**config.mk**
```make
export PLATFORM = sky130hd
export DESIGN_NAME = rf_write_arbiter
export DESIGN_NICKNAME = d
export VERILOG_FILES = /design/src/rtl/rf_pkg.sv /design/src/rtl/rr_arbiter.sv /design/src/rtl/rf_write_arbiter.sv
export SDC_FILE = /design/constraint.sdc
export NUM_CORES = 1
export LEC_CHECK = 0
export BUFFER_PORTS_ARGS = -buffer_cell sky130_fd_sc_hd__buf_2
export CORE_MARGIN = 5
export CORE_UTILIZATION = 44
export DETAILED_ROUTE_END_ITERATION = 8
export PLACE_DENSITY = 0.94
export REMOVE_ABC_BUFFERS = 1
export SYNTH_ARGS = -nofsm -noshare
export SYNTH_HDL_FRONTEND = slang
export SYNTH_SLANG_ARGS = --single-unit
```
**constraint.sdc**
```tcl
create_clock -name reloj -period 4 [get_ports reloj]
set_input_delay 0.2 -clock reloj [delete_from_list [all_inputs] [get_ports reloj]]
set_output_delay 0.2 -clock reloj [all_outputs]
set_load 0.01 [all_outputs]
```
**src/rtl/rf_pkg.sv**
```systemverilog
// Shared types for the register-file write path: address/data widths and the
// write-request record carried from requesters to the write port.
package rf_pkg;

    localparam int unsigned ADDR_W = 5;
    localparam int unsigned DATA_W = 32;

    typedef logic [ADDR_W-1:0] rf_addr_t;
    typedef logic [DATA_W-1:0] rf_data_t;

    localparam rf_addr_t REG_ZERO = '0;

    typedef struct packed {
        rf_addr_t addr;
        rf_data_t data;
    } wr_req_t;

endpackage

```
**src/rtl/rr_arbiter.sv**
```systemverilog
// Pure combinational NREQ-way round-robin search starting at ptr_i.
// Produces a one-hot grant plus the granted index; no state of its own.
module rr_arbiter #(
    parameter int unsigned NREQ  = 4,
    parameter int unsigned PTR_W = (NREQ > 1) ? $clog2(NREQ) : 1
) (
    input  logic [NREQ-1:0]  req_i,
    input  logic [PTR_W-1:0] ptr_i,
    output logic [NREQ-1:0]  gnt_o,
    output logic [PTR_W-1:0] idx_o,
    output logic             valid_o
);

    int unsigned cand;
    logic        found;

    always_comb begin
        gnt_o = '0;
        idx_o = '0;
        found = 1'b0;
        cand  = 0;
        for (int unsigned k = 0; k < NREQ; k++) begin
            cand = (32'(ptr_i) + k) % NREQ;
            if (!found && req_i[PTR_W'(cand)]) begin
                found                = 1'b1;
                gnt_o[PTR_W'(cand)]  = 1'b1;
                idx_o                = PTR_W'(cand);
            end
        end
        valid_o = found;
    end

endmodule

```
**src/rtl/rf_write_arbiter.sv**
```systemverilog
// Round-robin share of the register-file write port among NREQ writeback units.
// The winner is registered for one cycle; writes to register 0 are swallowed.
module rf_write_arbiter
    import rf_pkg::*;
#(
    parameter int unsigned ADDR  = ADDR_W,
    parameter int unsigned BUS_W = DATA_W,
    parameter int unsigned NREQ  = 4
) (
    input  logic                  reloj,
    input  logic                  reset,
    input  logic [NREQ-1:0]       req,
    input  logic [NREQ*ADDR-1:0]  req_addr,
    input  logic [NREQ*BUS_W-1:0] req_data,
    input  logic                  stall,
    output logic [NREQ-1:0]       gnt,
    output logic                  rd_we,
    output logic [ADDR-1:0]       rd_addr,
    output logic [BUS_W-1:0]      rd_w_data,
    output logic                  busy
);

    localparam int unsigned PTR_W = $clog2(NREQ);

    logic [PTR_W-1:0] ptr_q, ptr_d;
    logic             rd_we_q, rd_we_d;
    logic [ADDR-1:0]  rd_addr_q, rd_addr_d;
    logic [BUS_W-1:0] rd_data_q, rd_data_d;
    logic [7:0]       drop_cnt_q, drop_cnt_d;

    logic [NREQ-1:0]  req_elig;
    logic [NREQ-1:0]  arb_gnt;
    logic [PTR_W-1:0] arb_idx;
    logic             arb_valid;
    logic [ADDR-1:0]  win_addr;
    logic [BUS_W-1:0] win_data;
    logic             win_zero;

    // Masking the arbiter input keeps gnt low during stall and while in reset.
    assign req_elig = (stall || !reset) ? '0 : req;

    rr_arbiter #(
        .NREQ  (NREQ),
        .PTR_W (PTR_W)
    ) u_arb (
        .req_i   (req_elig),
        .ptr_i   (ptr_q),
        .gnt_o   (arb_gnt),
        .idx_o   (arb_idx),
        .valid_o (arb_valid)
    );

    assign win_addr = req_addr[32'(arb_idx)*ADDR +: ADDR];
    assign win_data = req_data[32'(arb_idx)*BUS_W +: BUS_W];
    assign win_zero = (win_addr == ADDR'(REG_ZERO));

    always_comb begin
        ptr_d      = ptr_q;
        rd_we_d    = 1'b0;
        rd_addr_d  = rd_addr_q;
        rd_data_d  = rd_data_q;
        drop_cnt_d = drop_cnt_q;
        if (arb_valid) begin
            ptr_d     = (32'(arb_idx) == NREQ - 1) ? '0 : arb_idx + PTR_W'(1);
            rd_we_d   = !win_zero;
            rd_addr_d = win_addr;
            rd_data_d = win_data;
            if (win_zero && drop_cnt_q != 8'hFF) begin
                drop_cnt_d = drop_cnt_q + 8'd1;
            end
        end
    end

    always_ff @(posedge reloj or negedge reset) begin
        if (!reset) begin
            ptr_q      <= '0;
            rd_we_q    <= 1'b0;
            rd_addr_q  <= '0;
            rd_data_q  <= '0;
            drop_cnt_q <= '0;
        end else begin
            ptr_q      <= ptr_d;
            rd_we_q    <= rd_we_d;
            rd_addr_q  <= rd_addr_d;
            rd_data_q  <= rd_data_d;
            drop_cnt_q <= drop_cnt_d;
        end
    end

    assign gnt       = arb_gnt;
    assign busy      = (|req) && !(|arb_gnt);
    assign rd_we     = rd_we_q;
    assign rd_addr   = rd_addr_q;
    assign rd_w_data = rd_data_q;

    gnt_onehot: assert property (@(posedge reloj) disable iff (!reset) $onehot0(gnt));

endmodule

```
==> results of run 1 <==
==> state kept, by name, indices dropped and copies added (netlist names) <==
signal and count:
rd_w_data 32, ptr_q 2, rd_addr 5, rd_we 1
==> Yosys cell counts <==
master | instances | area, µm²
o221a_2 | 1 | 11.3
a2bb2oi_1 | 1 | 8.76
nand2_1 | 214 | 803
buf_2 | 13 | 65.1
mux2_2 | 4 | 45.0
mux2_4 | 1 | 15.0
inv_1 | 5 | 18.8
o211a_1 | 1 | 10.0
mux2i_1 | 13 | 130
o21ai_0 | 69 | 345
nor3_2 | 1 | 10.0
nor2_1 | 5 | 18.8
nor3_1 | 4 | 20.0
or3b_1 | 1 | 8.76
o211ai_2 | 1 | 12.5
ha_1 | 8 | 100
or3_1 | 4 | 25.0
dfrtp_1 | 40 | 1000
a221o_1 | 4 | 40.0
nor4_1 | 2 | 12.5
o2bb2ai_2 | 1 | 15.0
o21ai_1 | 1 | 5.00
a21oi_4 | 1 | 16.3
or4_1 | 1 | 7.51
nand2b_1 | 3 | 18.8
a21oi_1 | 8 | 40.0
buf_6 | 2 | 22.5
and2_4 | 1 | 8.76
nand3_1 | 39 | 195
clkbuf_1 | 20 | 75.1
o221ai_1 | 2 | 17.5
and3b_1 | 1 | 8.76
nand3b_1 | 2 | 15.0
a211oi_1 | 2 | 15.0
and2b_1 | 1 | 7.51
==> cell type report <==
type                    count  share of cell area, %
flip-flops and latches     40                   23.2
inverters                   5                  0.436
clock buffers               6                   1.92
multi-input cells         397                   46.8
well taps                  99                   2.88
clock inverters             2                  0.232
repair buffers            204                   24.5
==> kinds of logic (layout without fill, tap and decap cells) <==
family	after synthesis	in the layout	share of synthesized area [%]
simple gates	279	279	36.6
buf+inv	40	217	5.72
mux	18	18	6.00
compound gates	92	92	16.9
flops	40	40	31.6
fa+ha+maj	8	8	3.16
==> metal layers <==
layer	share of wire [%]	up-vias	wire [µm]	global-route usage [%]
met5	0	-	0	0
met4	2.2	0	223	7.69
met3	7.2	23	738	5.10
met2	53	153	5470	41.4
met1	37	1778	3840	24.2
li1	-	1936	-	-
==> through the flow <==
step	worst slack (ps)	TNS (ps)
after floorplan	-582	-20380
after global placement	738	0
after detailed placement	489	0
after CTS	352	0
after global routing	171	0
final	340	0
==> power by group <==
group | switching, mW | internal (mW) | leakage, nW
clock network | 0.141 | 0.138 | 0.0510
logic | 0.741 | 0.498 | 1.80
registers | 0.0947 | 0.549 | 0.492
total | 0.976 | 1.18 | 2.34
==> worst reg2reg max path: cells and delay by family, from the launching register on <==
kind	cells	cell delay [ps]
flops	1	700
compound gates	3	660
buf+inv	2	640
fa+ha+maj	1	390
simple gates	4	1030
==> path summary, 6_finish.rpt <==
kind	start	end	slack, ps
max	ptr_q[1]$_DFFE_PN0P_	busy	340
min	req_data[111]	rd_w_data[15]$_DFFE_PN0P_	280
max reg2reg	ptr_q[1]$_DFFE_PN0P_	rd_w_data[8]$_DFFE_PN0P_	450
min reg2reg	rd_w_data[13]$_DFFE_PN0P_	rd_w_data[13]$_DFFE_PN0P_	480
max in group asynchronous	reset	rd_w_data[28]$_DFFE_PN0P_	2920
min in group asynchronous	reset	rd_w_data[20]$_DFFE_PN0P_	360
==> metrics.txt, run 1 <==
Setup Viol. Count Final 0; Seq/Total Area, Yosys between 30% and 40%; synthesized area about 0.0032 mm²; I/O Pins around 200; area added between synthesis and finish 35.8%; row count 31; power per cell area 502 mW/mm²; leakage power 2.34 nW; hpwl dp about 7900 µm; antenna fix cells 0; post-cts sizing count 0; Reg clk slew, reported paths approximately 80 ps; final hold violation count 0; crit path kind reg -> out; CP Max Fanout 13; Critical Path AT 3460 ps; initial antenna violation count 0; unrepaired setup endpoints after global routing false; CTS buffer count 5; Detailed Route WL between 10,000 and 15,000 µm; #FFs+latches synth 40; # fillers 710; Worst VDD drop about 240 µV; buffer count from post-CTS setup fixing 0; hold buffer count at cts 1; vias per inst a little over 5; Die Ht 94.9 µm; Slew Viols, Final 0; core area about 0.007 mm²; max_slew headroom 30.8%; largest net degree at the start of global routing 80; Die Width 94.9 µm; DRC 0; R2R cell count 10; most frequent cells in the layout 214 x nand2_1, 197 x buf_2, 69 x o21ai_0; Critical Path Stages 9; Syn Inst Count 477; design area ~0.0043 mm²; Synth warnings 0; Multi-input gate area approximately 0.0020 mm²; Detail Route Antenna Nets 0; 1st-pass router iterations 4; Total GRT Usage 22.1%; Final min period roughly 3700 ps; CP required 3800 ps; actual slew at the worst max-slew pin 1040 ps; Starting Density 44.4%; non-filler cells, final 753; clock latency on the worst-skew pair between 200 and 300 ps; WL/cell between 10 and 15 µm; total grt overflow 0; buffer depth of the longest clock path 2; syn_area_per_cell about 6.6 µm²; clock skew about 2.9 ps; number of I/O port buffers between 150 and 200; status finished clean; vias in the first global route about 3,700; hold slack about 280 ps; worst path buffer plus inverter count 2; Hold Path Depth 5; GPL Wtd Cong 0.820; CP max stage delay 700 ps; f_max around 270 MHz; Clock Sinks 40; Initial DRC Count between 100 and 150; number of H-tree levels 2; routed via count roughly 3,900; Final Total Pwr approximately 2.2 mW; CP startpoint kind flip-flop; Die ar. around 0.009 mm²; min-delay worst type in -> reg; period utilisation layout ~92%; Max-Cap Viols 0; slowest cell on the critical path dfrtp_1; cell family with most CP delay simple AND/OR/NAND/NOR gates; nets 816; crit end category output port; commonest non-fill, non-tap cell in the layout nand2_1; Synth cell types 35; FF/Latch Area about 0.001 mm²; Root Buffer clkbuf_8; layout cells sized above 1 approximately 34%; placed cell count about 740; DP Area around 0.0042 mm²; critical path, cell by cell inv_1 > ha_1 > or3b_1 > o2bb2ai_2 > a21oi_1 > a221o_1 > or3_1 > nor3_2 > buf_2; first-pass GRT wire length between 15,000 and 20,000 µm; final core occ about 60%; CTS tree built
Note: power is estimated with default switching activity, not from simulation.
==> run 2, diff against run 1 <==
--- a/config.mk
+++ b/config.mk
@@ -7,10 +7,11 @@
 export LEC_CHECK = 0
 export BUFFER_PORTS_ARGS = -buffer_cell sky130_fd_sc_hd__buf_2
 export CORE_MARGIN = 5
-export CORE_UTILIZATION = 44
+export CORE_UTILIZATION = 42
 export DETAILED_ROUTE_END_ITERATION = 8
 export PLACE_DENSITY = 0.94
 export REMOVE_ABC_BUFFERS = 1
 export SYNTH_ARGS = -nofsm -noshare
 export SYNTH_HDL_FRONTEND = slang
+export SYNTH_HIERARCHICAL = 1
 export SYNTH_SLANG_ARGS = --single-unit
==> metrics.txt, run 2 <==
number of H-tree levels 2; R2R cell count 11; Starting Density a little over two fifths; Final min period about 3700 ps; post-cts sizing count 0; actual slew at the worst max-slew pin around 1000 ps; GPL Wtd Cong roughly 0.86; buffer depth of the longest clock path 2; Seq/Total Area, Yosys about 35%; layout cells sized above 1 between 70% and 80%; f_max approximately 270 MHz; Setup crit end rd_we$_DFF_PN0_; leading area contributor after synthesis dfrtp_1; Multi-input gate area approximately 0.0018 mm²; period utilisation layout approximately 92%; Worst VDD drop ~430 µV; worst reg-to-reg setup slack approximately 310 ps; Placement Setup Slack ~46 ps; Final Total Pwr approximately 3.1 mW; Detail Route Antenna Nets 0; # fillers about 550; clock latency on the worst-skew pair around 290 ps; WL met2 about 5000 µm; top cells by area, synth dfrtp_1 35%, mux4_2 30%, mux2_2 16%, mux4_1 2.8%, ha_1 2.7%; Initial DRC Count 78; Largest register FFs 32; WL/cell about 20 µm; first-pass GRT wire length ~15,000 µm; Clock Sinks 40; I/O Pins roughly 200; CP Max Fanout 10; total grt overflow 0; Detailed Route WL approximately 9200 µm; M1 WL 3360 µm; status finished clean; ys async rst share between 90% and 100%; top cells by count, synth 41 x mux2_2, 40 x dfrtp_1, 38 x mux4_2; Reg clk slew, reported paths about 80 ps; CP required roughly 4200 ps; syn_area_per_cell 15.3 µm²; area added between synthesis and finish 44.7%; top-count cell post-synth mux2_2; worst path buffer plus inverter count 3; CTS buffer count 5; synthesized area about 0.0028 mm²; min-delay worst type in -> async; DP Area ~0.0039 mm²; antenna fix cells 0; leakage power 1.95 nW; Critical Path Stages 11; number of I/O port buffers between 150 and 200; unrepaired setup endpoints after global routing false; Syn Inst Count about 190; critical path, cell by cell inv_1 > ha_1 > mux4_2 > buf_4 > and2b_2 > o21ai_0 > o31ai_4 > buf_12 > mux4_1 > or4_1 > o21a_1; Yosys top cell area share 35.3%; core area 0.00668 mm²; power per cell area approximately 750 mW/mm²; Die Width 92.1 µm; initial antenna violation count 0; hpwl dp roughly 7600 µm; slowest cell on the critical path mux4_1; Slew Viols, Final 0; Root Buffer clkbuf_8; Synth cell types 29; Critical R2R Launch ptr_q[1]$_DFFE_PN0P_; clock skew slightly below 5 ps; met3 wire length 663 µm; vias per inst 5.42; Primary FF master, synth dfrtp_1; top routing layer in use met4; #FFs+latches synth 40; row count 30; cell family with most CP delay multiplexers; routed via count 2,544; CP startpoint kind flip-flop; Total GRT Usage ~22%; max_slew headroom approximately a third; Max-Cap Viols 0; CP max stage delay 580 ps; DRC 0; RR Endpoint rd_we$_DFF_PN0_; commonest non-fill, non-tap cell in the layout buf_2; number of flops mapped to enable cells by yosys 0; Setup Viol. Count Final 0; nets ~550; final hold violation count 0; crit path kind reg -> reg; crit end category flip-flop; Final WS setup 311 ps; Synth warnings 6; Die ar. 0.00849 mm²; largest net degree at the start of global routing between 40 and 50; design area a little over 0.004 mm²; Critical Path Source ptr_q[1]$_DFFE_PN0P_; 1st-pass router iterations 4; CTS tree built; most frequent cells in the layout 197 x buf_2, 41 x mux2_2, 40 x dfrtp_1; Critical Path AT roughly 3900 ps; Die Ht approximately 90 µm; vias in the first global route roughly 3,000; FF/Latch Area roughly 0.0010 mm²
run 2: layer usage:
metal	track usage [%]	vias to the layer above
met1	24.7	1246
met5	0	-
met3	6.40	17
met2	40.1	116
met4	8.17	0
li1	-	1165
run 2: repair_timing:
action | 4_1_cts | 5_1_grt
setup endpoints to repair | 0 | 23
endpoints found under the hold margin | 0 | 0
hold buffers | 0 | 0
setup buffers | 0 | 6
run 2: worst reg2reg max path, stage by stage (launching register included):
cell and delay (ps):
dfrtp_1 460, inv_1 120, ha_1 380, mux4_2 330
buf_4 190, and2b_2 270, o21ai_0 160, o31ai_4 110
buf_12 170, mux4_1 580, or4_1 590, o21a_1 210
run 2: final cells by class:
type / instances / share of cell area, %
Clock buffer: 7 / 2.35
Inverter: 4 / 0.366
Tap cell: 80 / 2.44
Clock inverter: 1 / 0.733
Sequential cell: 40 / 24.4
Timing Repair Buffer: 211 / 26.9
Multi-Input combinational cell: 126 / 42.7
run 2: report_power, final:
part | switching [mW] | leakage [nW] | internal [mW] | total (mW)
sequential | 0.110 | 0.467 | 0.627 | 0.737
clock | 0.142 | 0.0645 | 0.220 | 0.363
combinational | 0.886 | 1.42 | 1.10 | 1.99
run 2: how the worst min path moves through the flow:
stage	startpoint	end	slack, ps	cells after the start
detailed placement	reset	rd_addr[1]$_DFFE_PN0P_	350	2
CTS	reset	rd_addr[1]$_DFFE_PN0P_	20	2
floorplan	reset	ptr_q[0]$_DFFE_PN0P_	-100	0
finish	reset	rd_w_data[19]$_DFFE_PN0P_	20	2
global route	reset	rd_w_data[19]$_DFFE_PN0P_	60	2
global placement	reset	rd_addr[2]$_DFFE_PN0P_	350	2
run 2: per-stage QoR:
stage               TNS (ps)  hold slack, ps  util, %  instances
floorplan            -138620           -95.6        -        170
detailed placement         0             347     58.6        455
global placement           0             346     58.6        455
CTS                        0            24.0     60.5        463
global route               0            63.4     61.3        469
finish                     0            17.8     61.3        469
run 2: kinds of logic after synthesis:
| group | after synthesis | share of synthesized area [%] |
|---|---|---|
| flip-flops | 40 | 35.3 |
| multiplexers | 83 | 49.6 |
| AO/OA/AOI/OAI | 19 | 4.64 |
| adder cells (fa/ha/maj) | 6 | 2.65 |
| AND/OR/NAND/NOR | 18 | 4.28 |
| buffers and inverters | 19 | 3.44 |
==> run 3, diff against run 2 <==
--- a/config.mk
+++ b/config.mk
@@ -6,7 +6,7 @@
 export NUM_CORES = 1
 export LEC_CHECK = 0
 export BUFFER_PORTS_ARGS = -buffer_cell sky130_fd_sc_hd__buf_2
-export CORE_MARGIN = 5
+export CORE_MARGIN = 2
 export CORE_UTILIZATION = 42
 export DETAILED_ROUTE_END_ITERATION = 8
 export PLACE_DENSITY = 0.94
==> metrics.txt, run 3 (synthesis results as in run 2) <==
Starting Density between 40% and 50%; CTS buffer count 5; row count 29; Die ar. between 0.007 and 0.008 mm²; Die Width 86.1 µm; clock skew between 3 and 4 ps; leakage power between 1.5 and 2 nW; period utilisation layout 96.9%; area added between synthesis and finish 42.9%; vias in the first global route about 2,800; crit path kind in -> reg; initial antenna violation count 0; clock latency on the worst-skew pair 290 ps; Clock power frac under 10%; Largest register FFs 32; total grt overflow 0; CP required 4170 ps; Clock Sinks 40; Setup Viol. Count Final 0; CP Max Fanout 6; nets 547; actual slew at the worst max-slew pin 1040 ps; Final min period 3880 ps; Final WS setup approximately 120 ps; Reg clk slew, reported paths 80 ps; commonest non-fill, non-tap cell in the layout buf_2; antenna fix cells 0; Critical Path AT between 4000 and 5000 ps; design area about 0.004 mm²; switching share of power between 30% and 40%; buffer depth of the longest clock path 2; Detailed Route WL 8680 µm; first-pass GRT wire length 13,700 µm; CP max stage delay 530 ps; Total GRT Usage roughly a quarter; Max-Cap Viols 0; Detail Route Antenna Nets 0; layout cells sized above 1 77.5%; CTS tree built; WL/cell between 15 and 20 µm; status finished clean; 1st-pass router iterations 4; DRC 0; Root Buffer clkbuf_8; unrepaired setup endpoints after global routing false; number of I/O port buffers about 200; most frequent cells in the layout 197 x buf_2, 41 x mux2_2, 40 x dfrtp_1; Initial DRC Count 70; hpwl dp approximately 6800 µm; setup_tns 0 ps; FF/Latch Area ~0.001 mm²; I/O Pins about 200; largest net degree at the start of global routing 41; crit end category flip-flop; GPL Wtd Cong between 0.8 and 0.9; Seq pwr share 25.0%; Die Ht between 80 and 90 µm; slowest cell on the critical path dlygate4sd3_1; Placement Setup Slack -39.6 ps; CP startpoint kind primary input; core area about 0.0064 mm²; f_max 258 MHz; Sw Pwr 1.13 mW; Multi-input gate area approximately 0.0018 mm²; combinational power share 65.7%; critical path, cell by cell dlygate4sd3_1 > buf_2 > nor2b_1 > and2_1 > mux4_1 > buf_4 > and2b_2 > o21ai_0 > o31ai_4 > buf_12 > buf_4 > mux4_2 > or4_1 > o21a_1; DP Area roughly 0.004 mm²; Int Power 1.85 mW; number of H-tree levels 2; power per cell area 735 mW/mm²; vias per inst about 5.6; Worst VDD drop roughly 380 µV; Worst path most repeated cell buf_4; # fillers approximately 530; max_slew headroom between 30% and 40%; routed via count approximately 2,600; Slew Viols, Final 0; min-delay worst type in -> reg; final hold violation count 0
run 3: path summary, 6_finish.rpt:
kind / cells after the start / end / start / slack, ps
worst max-delay path: 14 / rd_we$_DFF_PN0_ / reset / 120
worst min-delay path: 3 / rd_w_data[7]$_DFFE_PN0P_ / req_data[7] / 360
worst max register to register: 12 / rd_we$_DFF_PN0_ / ptr_q[1]$_DFFE_PN0P_ / 210
worst min register to register: 1 / rd_w_data[9]$_DFFE_PN0P_ / rd_w_data[9]$_DFFE_PN0P_ / 510
max in group asynchronous: 3 / rd_w_data[25]$_DFFE_PN0P_ / reset / 3120
min in group asynchronous: 3 / rd_w_data[31]$_DFFE_PN0P_ / reset / 510
run 3: timing repair:
action	CTS	global route
buffers inserted	3	0
resized for setup	0	0
hold endpoints to repair	8	0
hold buffers	1	0
setup endpoints to repair	22	0
run 3: area by class of cell:
cell class                      count  share of cell area, %
Multi-Input combinational cell    126                   43.3
Sequential cell                    40                   24.7
Clock buffer                        6                   2.04
Tap cell                           77                   2.38
Timing Repair Buffer              209                   27.0
Inverter                            4                  0.371
Clock inverter                      2                  0.247
run 3: power groups by stage:
stage	combinational, mW	clock, mW	sequential, mW
floorplan	1.27	0	0.843
global placement	1.83	0	0.741
detailed placement	1.93	0	0.749
CTS	1.97	0.284	0.746
global route	2.11	0.303	0.775
finish	1.96	0.277	0.745
run 3: per-layer routing:
layer | part of all wire [%] | GRT usage, % | vias up
met2 | 55 | 43.8 | 118
met5 | 0 | 0 | -
met4 | 1.5 | 6.49 | 0
met3 | 5.7 | 4.23 | 13
met1 | 37 | 28.6 | 1291
li1 | - | - | 1165
run 3: per-stage QoR:
step / cells / utilization [%] / power, mW / hold WS (ps)
2_1_floorplan: 170 / - / 2.11 / -95.6
3_3_place_gp: 452 / 60.9 / 2.57 / 305
3_5_place_dp: 452 / 60.9 / 2.68 / 302
4_1_cts: 464 / 63.0 / 3.00 / 349
5_1_grt: 464 / 63.0 / 3.18 / 354
6_report: 464 / 63.0 / 2.98 / 357
run 3: critical path, delay by kind of cell:
kind / cells / cell delay [ps]
buffers and inverters: 5 / 1110
AND/OR/NAND/NOR: 4 / 1090
multiplexers: 2 / 960
AO/OA/AOI/OAI: 3 / 670
